**src/rtl/switch_pkg.sv**
```systemverilog
// Shared definitions for switch input conditioning: FSM state encodings and counter sizing.
package switch_pkg;

  typedef enum logic [1:0] {
    S_RELEASED     = 2'd0,
    S_PRESS_WAIT   = 2'd1,
    S_PRESSED      = 2'd2,
    S_RELEASE_WAIT = 2'd3
  } sw_state_t;

  // Wide enough to hold the larger of the two terminal counts without wrapping.
  function automatic int cnt_width(input int debounce_cyc, input int long_cyc);
    int m;
    m = (debounce_cyc > long_cyc) ? debounce_cyc : long_cyc;
    return $clog2(m + 1);
  endfunction

endpackage

```
**src/rtl/signal_sync.sv**
```systemverilog
// Generic STAGES-deep synchroniser for an asynchronous single-bit pin input.
module signal_sync #(
  parameter int STAGES = 2
) (
  input  logic clk_in,
  input  logic rst,
  input  logic d,
  output logic q
);

  logic [STAGES-1:0] chain;

  always_ff @(posedge clk_in) begin
    if (rst) chain <= '0;
    else     chain <= {chain[STAGES-2:0], d};
  end

  assign q = chain[STAGES-1];

endmodule

```
**src/rtl/switch_debounce.sv**
```systemverilog
// Debounces one raw switch: clean level, press/release pulses, press count.
// Optional long-press detection is built when SWITCH_LONG_PRESS_EN is defined.
module switch_debounce
  import switch_pkg::*;
#(
  parameter int SYNC_STAGES  = 2,
  parameter int DEBOUNCE_CYC = 1_000_000,
  parameter int LONG_CYC     = 50_000_000,
  parameter int COUNT_W      = 16
) (
  input  logic               clk_in,
  input  logic               rst,
  input  logic               switch_raw,
  output logic               switch_level,
  output logic               press_pulse,
  output logic               release_pulse,
  output logic               long_pulse,
  output logic [COUNT_W-1:0] press_count
);

  localparam int CW = cnt_width(DEBOUNCE_CYC, LONG_CYC);
  localparam logic [CW-1:0] DB_LAST = CW'(DEBOUNCE_CYC - 1);

  logic          sync;
  sw_state_t     state;
  logic [CW-1:0] cnt;

  signal_sync #(.STAGES(SYNC_STAGES)) u_sync (
    .clk_in (clk_in),
    .rst    (rst),
    .d      (switch_raw),
    .q      (sync)
  );

  always_ff @(posedge clk_in) begin
    if (rst) begin
      state         <= S_RELEASED;
      cnt           <= '0;
      switch_level  <= 1'b0;
      press_pulse   <= 1'b0;
      release_pulse <= 1'b0;
      press_count   <= '0;
    end else begin
      press_pulse   <= 1'b0;
      release_pulse <= 1'b0;
      case (state)
        S_RELEASED: begin
          if (sync) begin
            state <= S_PRESS_WAIT;
            cnt   <= '0;
          end
        end
        S_PRESS_WAIT: begin
          if (!sync) begin
            state <= S_RELEASED;
          end else if (cnt == DB_LAST) begin
            state        <= S_PRESSED;
            switch_level <= 1'b1;
            press_pulse  <= 1'b1;
            press_count  <= press_count + 1'b1;
          end else begin
            cnt <= cnt + 1'b1;
          end
        end
        S_PRESSED: begin
          if (!sync) begin
            state <= S_RELEASE_WAIT;
            cnt   <= '0;
          end
        end
        S_RELEASE_WAIT: begin
          if (sync) begin
            state <= S_PRESSED;
          end else if (cnt == DB_LAST) begin
            state         <= S_RELEASED;
            switch_level  <= 1'b0;
            release_pulse <= 1'b1;
          end else begin
            cnt <= cnt + 1'b1;
          end
        end
        default: state <= S_RELEASED;
      endcase
    end
  end

`ifdef SWITCH_LONG_PRESS_EN
  localparam logic [CW-1:0] LONG_LAST = CW'(LONG_CYC - 1);
  localparam logic [CW-1:0] HOLD_MAX  = CW'(LONG_CYC);

  logic [CW-1:0] hold_cnt;
  logic          long_q;

  // Saturating at LONG_CYC guarantees the compare matches only once per press.
  always_ff @(posedge clk_in) begin
    if (rst) begin
      hold_cnt <= '0;
      long_q   <= 1'b0;
    end else begin
      long_q <= 1'b0;
      if (state == S_PRESS_WAIT && sync && cnt == DB_LAST) begin
        hold_cnt <= '0;
      end else if (state == S_PRESSED || state == S_RELEASE_WAIT) begin
        if (hold_cnt == LONG_LAST) long_q <= 1'b1;
        if (hold_cnt != HOLD_MAX) hold_cnt <= hold_cnt + 1'b1;
      end
    end
  end

  assign long_pulse = long_q;
`else
  assign long_pulse = 1'b0;
`endif

endmodule

```
**config.mk**
```make
export PLATFORM = sky130hd
export DESIGN_NAME = switch_debounce
export DESIGN_NICKNAME = d
export VERILOG_FILES = /design/src/rtl/switch_pkg.sv /design/src/rtl/signal_sync.sv /design/src/rtl/switch_debounce.sv
export SDC_FILE = /design/constraint.sdc
export NUM_CORES = 1
export LEC_CHECK = 0
export ABC_AREA = 1
export BUFFER_PORTS_ARGS = -buffer_cell sky130_fd_sc_hd__buf_2
export CORE_MARGIN = 5
export CORE_UTILIZATION = 55
export CTS_CLUSTER_SIZE = 20
export DETAILED_ROUTE_END_ITERATION = 8
export PLACE_DENSITY = 0.89
export REMOVE_ABC_BUFFERS = 1
export SETUP_SLACK_MARGIN = 0.15
export SLEW_MARGIN = 10
export SYNTH_ARGS = -nofsm -noshare
export SYNTH_HDL_FRONTEND = slang
export SYNTH_SLANG_ARGS = --single-unit
export TNS_END_PERCENT = 1
```
**constraint.sdc**
```tcl
create_clock -name clk_in -period 1.6 [get_ports clk_in]
set_clock_uncertainty 0.05 [all_clocks]
set_input_delay 0.32 -clock clk_in [delete_from_list [all_inputs] [get_ports clk_in]]
set_output_delay 0.32 -clock clk_in [all_outputs]
set_load 0.005 [all_outputs]
```
-- Word level (Yosys, flattened, before mapping)
Index checks and enable logic that the tools add are counted.
W data, S select, Z words.
- eq/ne operators: 12
- $mul: 0
- add/subtract/negate cells: 2
- div/mod/pow operators: 0
- muxes and demuxes: 19
- $lt $le $gt $ge: 0
- shifts and indexed selects: 0
- reduce and logical (&&, ||, !) cells: 8
- bitwise operators: 3
- operators by type and width (kind ; count):
    $mux W26 ; 5
    $pmux W26 S4 ; 1
    $add A26 B1 Y26 const B ; 1
    $eq A26 B20 Y1 const B ; 1
    $add A16 B1 Y16 const B ; 1
    $mux W2 ; 6
    $ne A2 B2 Y1 const B ; 4
    $pmux W2 S4 ; 1
    $reduce_and A4 Y1 ; 2
    $reduce_or A3 Y1 ; 2
    $mux W1 ; 5
    $reduce_and A5 Y1 ; 1
    $eq A2 B2 Y1 const B ; 2
    $ne A2 B1 Y1 const B ; 2
    $ne A3 B2 Y1 const B ; 1
    $ne A3 B3 Y1 const B ; 1
    $not A1 Y1 ; 3
    $reduce_and A3 Y1 ; 1
    $eq A2 B1 Y1 const B ; 1
    $logic_not A2 Y1 ; 1
    $pmux W1 S2 ; 1
    $reduce_bool A2 Y1 ; 1
- input bits: 3
- output and inout bits: 20
- memories: 0
- bits in registers: 49
- bits in writable memories: 0
- latch bits: 0
- logic and storage cells: 51
- memory bits (read-only): 0

-- Longest topological paths before layout
Gate-level depths: netlist (run 1).
- depth after elaboration: 4
- mapped depth: 11
- depth with buffers taken out: 10

-- Cells and area by module
From an unflattened synthesis (run 1), not the netlist that was laid out.
- cell total of the unflattened synthesis: 547
- area, all modules: 3286.9 um2
- modules (own cells, without submodules) (module ; cells an instance ; area an instance (um2) ; seq. area each (um2) ; times used):
    switch_debounce ; 541 ; 3231.8 ; 940.9 ; 1
    signal_sync ; 6 ; 55.1 ; 40.0 ; 1

-- Worst setup path after synthesis (run 1)
OpenSTA, ideal clock, no wires.
- path type: flip-flop to flip-flop
- start point: register cnt[1]
- end point: register press_count[13]
- required time: 1.418 ns
- stages on the path, launching flop included: 10
- setup time: 0.132 ns
- arrival time: 1.423 ns
- period minus slack after synthesis: 1.606 ns
- path buffers: 1
- path slack: -0.006 ns
- cell sequence: dfxtp_1 -> ha_1 -> nand3_1 -> nor2_1 -> nand2_1 -> nor2_4 -> nand3_4 -> buf_6 -> nand2_1 -> a21oi_1
- cells in the longest elaborated chain, start to end: 2
- ends and longest elaborated chain (element ; line ; RTL):
    start, declared ; switch_debounce.sv:26 ; logic [CW-1:0] cnt;
    start signal, assigned ; switch_debounce.sv:62 ; cnt <= cnt + 1'b1;
    start signal, assigned ; switch_debounce.sv:79 ; cnt <= cnt + 1'b1;
    $eq A26 B20 Y1 ; switch_debounce.sv:56 ; end else if (cnt == DB_LAST) begin
    $reduce_and A3 Y1 (no source line) ; - ;
    end signal, assigned ; switch_debounce.sv:60 ; press_count <= press_count + 1'b1;
    end, declared ; switch_debounce.sv:18 ; output logic [COUNT_W-1:0] press_count
No other way between the ends.
A chain may end at the register's enable or synchronous reset.

-- Final worst setup path (run 1)
- start point: register cnt[22]
- end point: register cnt[25]
- cells in the longest elaborated chain, start to end: 4
- elaborated cells on any way between the ends: 6
- those cells by class: 1 x add/sub; 1 x eq/ne; 4 x mux
- ends and longest elaborated chain (element ; line ; RTL):
    $add A26 B1 Y26 / $eq A26 B20 Y1 (equally long branches) ; - ;
    $mux W26 * ; switch_debounce.sv:56, switch_debounce.sv:74 ;
    $mux W26, on equally long branches ; switch_debounce.sv:72, switch_debounce.sv:54 ;
    $pmux W26 S4 * ; switch_debounce.sv:46 ; case (state)
Every way passes the cells marked *; elsewhere a longest branch is shown, timed or not. The select of a mux whose other input is x is not followed.

==> qor.csv, run 1 <==
stage,metric,value,unit
worst_setup_path,critical_path_depth,10,
die,initial_core_util,0.571,
worst_setup_path,cp_common_cell,nand2_1,
clocking,clockBufferDepth,2,
cells_and_area,area_delta_synth_final,29.4,%
worst_setup_path,critical-path-top-delay-family,simple AND/OR/NAND/NOR gates,
yosys,yosysWarnings,0,
timing,period_share,1.06,
clocking,clockRootBuffer,clkbuf_8,
yosys,netlist_instances,502,
yosys,synth_flop_cell,dfxtp_1,
global_route,track_usage,0.247,
placement,dp_cells,621,
yosys,netlist_area,3180,um2
yosys,ys_ff_latch,49,
global_route,grt_pass1_vias,3337,
placement,dp_hpwl,6180,um
cells_and_area,regArea,1010,um2
global_route,overflow,0,
timing,max_freq,590,MHz
die,rows,27,
cells_and_area,multi_input_area,2190,um2
die,die_height,86.1,um
timing,final_max_slew_viol_count,0,
clocking,clkLatencyLatePin,0.31,ns
timing,setup_slack,-0.0935,ns
worst_setup_path,crit_required,1.79,ns
cells_and_area,final_cells,637,
routing,via_per_inst,6.04,
die,io_pins,23,
placement,dpl-instance-area,3620,um2
timing,setup_viol,31,
hold_path,min_path_cells,3,
worst_setup_path,cp-start-kind,flop,
hold_path,min_from,switch_raw,
clocking,numClockSinks,49,
timing,rsz0062_at_grt,true,
yosys,synth_edf_count,0,
worst_setup_path,crit_chain,"nor2_4, nand2_1, inv_1, nand2_1, nor2_4, nand3_4, nand2_8, clkbuf_16, nand2_1, a21oi_1",
clocking,cts_tree,yes,
die,die_w,86.1,um
pwr,finalPower,2.09,mW
routing,drcViolationCount,0,
worst_setup_path,worst-path-buf-inv,2,
outcome,status,finished with violations,
routing,wirelength,10500,um
worst_setup_path,cp_max_fo,6,
worst_setup_path,slowest_stage,dfxtp_2,
global_route,grt_max_degree,39,
worst_setup_path,crit_start,cnt[22],
worst_setup_path,r2r-start,cnt[22],
worst_setup_path,endpoint_kind,flop,
worst_setup_path,cp.arrival,1.89,ns
placement,gp_congestion,0.940,
worst_setup_path,worstSetupPathType,flop to flop,
cells_and_area,n_fill_cell,380,
job,maxCapViolCount,0,
clocking,path_clk_slew,0.10,ns
yosys,synth_area_per_cell,6.34,um2
placement,numPortBuffers,21,
clocking,ctsHoldBuffers,0,
pwr,ir_worst_vdd,0.000322,V
worst_setup_path,rr_worst_depth,10,
routing,drt_iter0_markers,496,
outcome,violations,negative setup slack,
die,die_area,7410,um2
timing,hold_violations,0,
clocking,htreeDepth,2,
routing,dr.pass1.iters,5,
global_route,grt_pass1_wl,14900,um
routing,final_antenna_net_count,0,
cells_and_area,drive_above_1_share,0.326,
cells_and_area,diodes,0,
yosys,synth-seq-area-share,0.308,
yosys,synthArstFlopShare,0,
worst_setup_path,slowest_delay,0.37,ns
routing,wl_per_cell,16.5,um
pwr,total_leakage_power,1.51,nW
cells_and_area,design_area,4120,um2
routing,num_vias,3848,
cells_and_area,nNetsFinal,570,
pwr,power.density,507,nW/um2
hold_path,hold_path.class,primary input to flop,
global_route,antenna_found_initial,0,
clocking,cts_made_buffers,5,
timing,period_minus_slack,1.69,ns
yosys,synth_cell_types,34,
die,core,5570,um2
area by class of cell:
type / instances / area share
multi-input cells: 390 / 0.532
repair buffers: 69 / 0.132
well taps: 72 / 0.0219
clock inverters: 1 / 0.00182
clock buffers: 6 / 0.0200
inverters: 50 / 0.0465
flip-flops and latches: 49 / 0.245
cells in the mapped netlist, types with 4 or more instances:
| master | count | share of area |
|---|---|---|
| xor2_1 | 10 | 0.028 |
| nand2_1 | 142 | 0.17 |
| nor3_1 | 7 | 0.011 |
| nand2_2 | 4 | 0.0079 |
| nand4_1 | 23 | 0.045 |
| dfxtp_1 | 49 | 0.31 |
| clkbuf_1 | 6 | 0.0071 |
| nand3_1 | 45 | 0.071 |
| nor2_1 | 76 | 0.090 |
| nor2_4 | 5 | 0.018 |
| nand3_2 | 4 | 0.013 |
| inv_1 | 47 | 0.055 |
| a21oi_2 | 11 | 0.030 |
| a21oi_1 | 30 | 0.047 |
| o21ai_0 | 13 | 0.020 |
metal layers:
layer	share of wire	track usage	up-vias
li1	-	-	1745
met1	0.36	0.305	1771
met2	0.49	0.425	266
met3	0.095	0.0403	66
met4	0.052	0.0964	0
met5	0	0	-
worst reg2reg max path: cells and delay by family (launching register included):
kind / cells / cell delay (ns)
flip-flops: 1 / 0.37
buffers and inverters: 2 / 0.26
AND/OR/NAND/NOR: 7 / 0.81
AO/OA/AOI/OAI: 1 / 0.13
sequential cells by signal (all words and copies together), names as in the netlist, named ones only:
register,cells
cnt,26
press_count,16
u_sync.chain,2
press_pulse,1
release_pulse,1
state,1
switch_level,1
report_power, final:
part	total (mW)	internal, mW	switching, mW
sequential	1.22	1.22	0.00207
combinational	0.0972	0.0326	0.0646
clock	0.773	0.343	0.430
repair_timing:
| action | 4_1_cts | 5_1_grt |
|---|---|---|
| pin swaps | 6 | 35 |
| cloned | 0 | 3 |
| buffers inserted | 3 | 3 |
| setup endpoints to repair | 47 | 47 |
| gates resized for setup | 33 | 63 |
path summary, 6_finish.rpt:
| path | endpoint | slack [ns] |
|---|---|---|
| max | cnt[25] | -0.09 |
| min reg2reg | u_sync.chain[1] | 0.36 |
| max reg2reg | cnt[25] | -0.09 |
| min | u_sync.chain[0] | 0.17 |
cell usage in the layout, fill, tap and decap left out, types with 3 or more instances in the layout:
cell / instances
a21oi_1: 18
a21oi_2: 23
buf_12: 3
buf_2: 21
buf_4: 41
clkbuf_8: 6
dfxtp_1: 29
dfxtp_2: 18
inv_1: 43
inv_2: 5
nand2_1: 132
nand2_2: 13
nand3_1: 43
nand3_4: 7
nand4_1: 23
nor2_1: 57
nor2_2: 14
nor2_4: 13
nor3_1: 4
nor3_2: 3
o21ai_0: 11
xnor2_1: 3
xor2_1: 10
metrics by stage:
stage / hold slack [ns] / utilization / TNS [ns] / setup slack, ns
2_1_floorplan: 0.332 / - / -0.868 / -0.0813
3_3_place_gp: 0.341 / 0.650 / 0 / 0.0171
3_5_place_dp: 0.345 / 0.650 / -0.638 / -0.0587
4_1_cts: 0.162 / 0.683 / 0 / 0.0618
5_1_grt: 0.164 / 0.739 / -5.51 / -0.190
6_report: 0.168 / 0.739 / -1.75 / -0.0935
cells by family (layout without fill, tap and decap cells):
group	Yosys count	count (layout)	share of synthesized area
simple gates	316	317	0.454
xor+xnor	13	13	0.0358
other cells	1	1	0.00118
fa+ha+maj	2	2	0.00786
buf+inv	64	126	0.0884
compound gates	57	57	0.105
flops	49	49	0.308
Power figures use the tool's default switching activity.
==> inputs of run 2 (changes only) <==
Settings changed: SETUP_SLACK_MARGIN 0.15 to default, SLEW_MARGIN 10 to default.
==> run 2 against run 1 <==
Against the previous run:
- the run still ends with negative setup slack left
- fmax shrank 0.34%
- routed wire length shrank 4.2%
- non-clock buffer count unchanged
- utilization is 1.5 points lower
- sequential power hardly changed
- critical endpoint is now cnt[24]
- clock power hardly changed
- die area unchanged
- worst hold slack worse by 0.0028 ns
==> qor.csv, run 2 (synthesis results as in run 1) <==
stage,metric,value,unit
outcome,status,finished with violations,
outcome,violations,negative setup slack,
worst_setup_path,crit_start,cnt[1],
worst_setup_path,cp_max_fo,4,
die,initial_core_util,0.571,
worst_setup_path,worstSetupPathType,flop to flop,
clocking,clockRootBuffer,clkbuf_8,
die,die_w,86.1,um
routing,via_per_inst,5.93,
cells_and_area,design_area,4040,um2
cells_and_area,drive_above_1_share,0.303,
timing,period_minus_slack,1.70,ns
clocking,numClockSinks,49,
cells_and_area,diodes,0,
worst_setup_path,r2r-end,cnt[24],
clocking,path_clk_slew,0.09,ns
cells_and_area,largestRegisters,"cnt (26), press_count (16), u_sync.chain (2)",
cells_and_area,largest_reg_flops,26,
routing,wl_per_cell,15.9,um
die,rows,27,
pwr,ir_worst_vdd,0.000336,V
die,io_pins,23,
worst_setup_path,r2r-start,cnt[1],
worst_setup_path,cp-start-kind,flop,
hold_path,hold_path.class,primary input to flop,
worst_setup_path,slowest_stage,dfxtp_2,
timing,setup_viol,26,
clocking,htreeDepth,2,
timing,setup_slack,-0.0993,ns
clocking,cts_made_buffers,5,
timing,fin_setup_tns,-1.03,ns
global_route,grt_pass1_wl,14600,um
timing,max_freq,588,MHz
worst_setup_path,rr_worst_depth,9,
placement,numPortBuffers,21,
worst_setup_path,slowest_delay,0.37,ns
global_route,track_usage,0.242,
cells_and_area,final_common_cell,nand2_1,
clocking,clockBufferDepth,2,
cells_and_area,final_cell_mix,"nand2_1 (136), nor2_1 (58), inv_1 (44)",
global_route,grt_max_degree,39,
routing,wirelength,10100,um
die,die_area,7410,um2
cells_and_area,area_delta_synth_final,26.8,%
placement,dpl-instance-area,3620,um2
cells_and_area,nNetsFinal,569,
routing,dr.pass1.iters,7,
worst_setup_path,cp_common_cell,nand2_1,
global_route,overflow,0,
cells_and_area,regMostFlops,cnt,
pwr,total_leakage_power,1.49,nW
job,maxCapViolCount,0,
global_route,antenna_found_initial,0,
worst_setup_path,crit_chain,"ha_4, nand3_2, nor2_2, nand3_1, nor2_1, nand2_1, nand2_1, nand2_1, a21oi_2",
timing,rsz0062_at_grt,true,
placement,dp_cells,621,
clocking,ctsHoldBuffers,0,
cells_and_area,final_cells,636,
routing,num_vias,3772,
clocking,clkLatencyLatePin,0.31,ns
placement,gp_congestion,0.940,
hold_path,min_from,switch_raw,
worst_setup_path,cp.arrival,1.90,ns
timing,hold_violations,0,
cells_and_area,n_fill_cell,396,
routing,drcViolationCount,0,
timing,period_share,1.06,
clocking,cts_tree,yes,
routing,final_antenna_net_count,0,
routing,drt_iter0_markers,484,
worst_setup_path,endpoint_kind,flop,
worst_setup_path,rrSetupSlack,-0.1,ns
die,die_height,86.1,um
worst_setup_path,crit_end,cnt[24],
placement,dp_hpwl,6180,um
die,core,5570,um2
global_route,grt_pass1_vias,3253,
timing,final_max_slew_viol_count,0,
worst_setup_path,crit_required,1.80,ns
pwr,power.density,516,nW/um2
[run 2: worst min-delay path by stage]
stage | endpoint | slack, ns | cells past startpoint
6_report | u_sync.chain[0] | 0.17 | 3
4_1_cts | u_sync.chain[0] | 0.16 | 3
2_1_floorplan | cnt[19] | 0.33 | 1
3_3_place_gp | u_sync.chain[1] | 0.34 | 2
3_5_place_dp | u_sync.chain[1] | 0.35 | 2
5_1_grt | u_sync.chain[0] | 0.16 | 3
[run 2: power breakdown]
group	switching, mW	internal (mW)
clock network	0.427	0.343
registers	0.00205	1.21
logic	0.0619	0.0323
[run 2: per-layer routing]
layer / track usage / vias to the layer above / wire length, um
met3: 0.0451 / 54 / 1100
met4: 0.0921 / 0 / 484
met5: 0 / - / 0
li1: - / 1750 / -
met1: 0.304 / 1689 / 3730
met2: 0.409 / 279 / 4770
[run 2: per-stage QoR]
stage | utilization | hold slack [ns] | total power, mW | setup slack, ns
floorplan | - | 0.332 | 1.28 | -0.0813
global route | 0.724 | 0.162 | 2.14 | -0.223
CTS | 0.673 | 0.162 | 2.07 | -0.0197
global placement | 0.650 | 0.341 | 1.33 | 0.0171
finish | 0.724 | 0.166 | 2.08 | -0.0993
detailed placement | 0.650 | 0.345 | 1.33 | -0.0587
[run 2: timing repair]
item / in CTS / in global routing
hold endpoints to repair: 0 / 0
cloned: 0 / 2
setup buffers: 3 / 3
resized for setup: 5 / 71
endpoints found under the setup margin: 34 / 47
pin swaps: 2 / 20
[run 2: cell type report]
class / count / area [um2] / share of cell area
well taps: 72 / 90.1 / 0.0223
clock buffers: 6 / 82.6 / 0.0205
clock inverters: 1 / 7.51 / 0.00186
repair buffers: 69 / 538 / 0.133
multi-input cells: 389 / 2120 / 0.524
inverters: 50 / 189 / 0.0468
flip-flops and latches: 49 / 1010 / 0.251
[run 2: worst max-delay path: cells and delay by family (launching register included)]
family                   cells  cell delay, ns
adder cells (fa/ha/maj)      1            0.15
AO/OA/AOI/OAI                1            0.12
AND/OR/NAND/NOR              7            0.95
flip-flops                   1            0.37
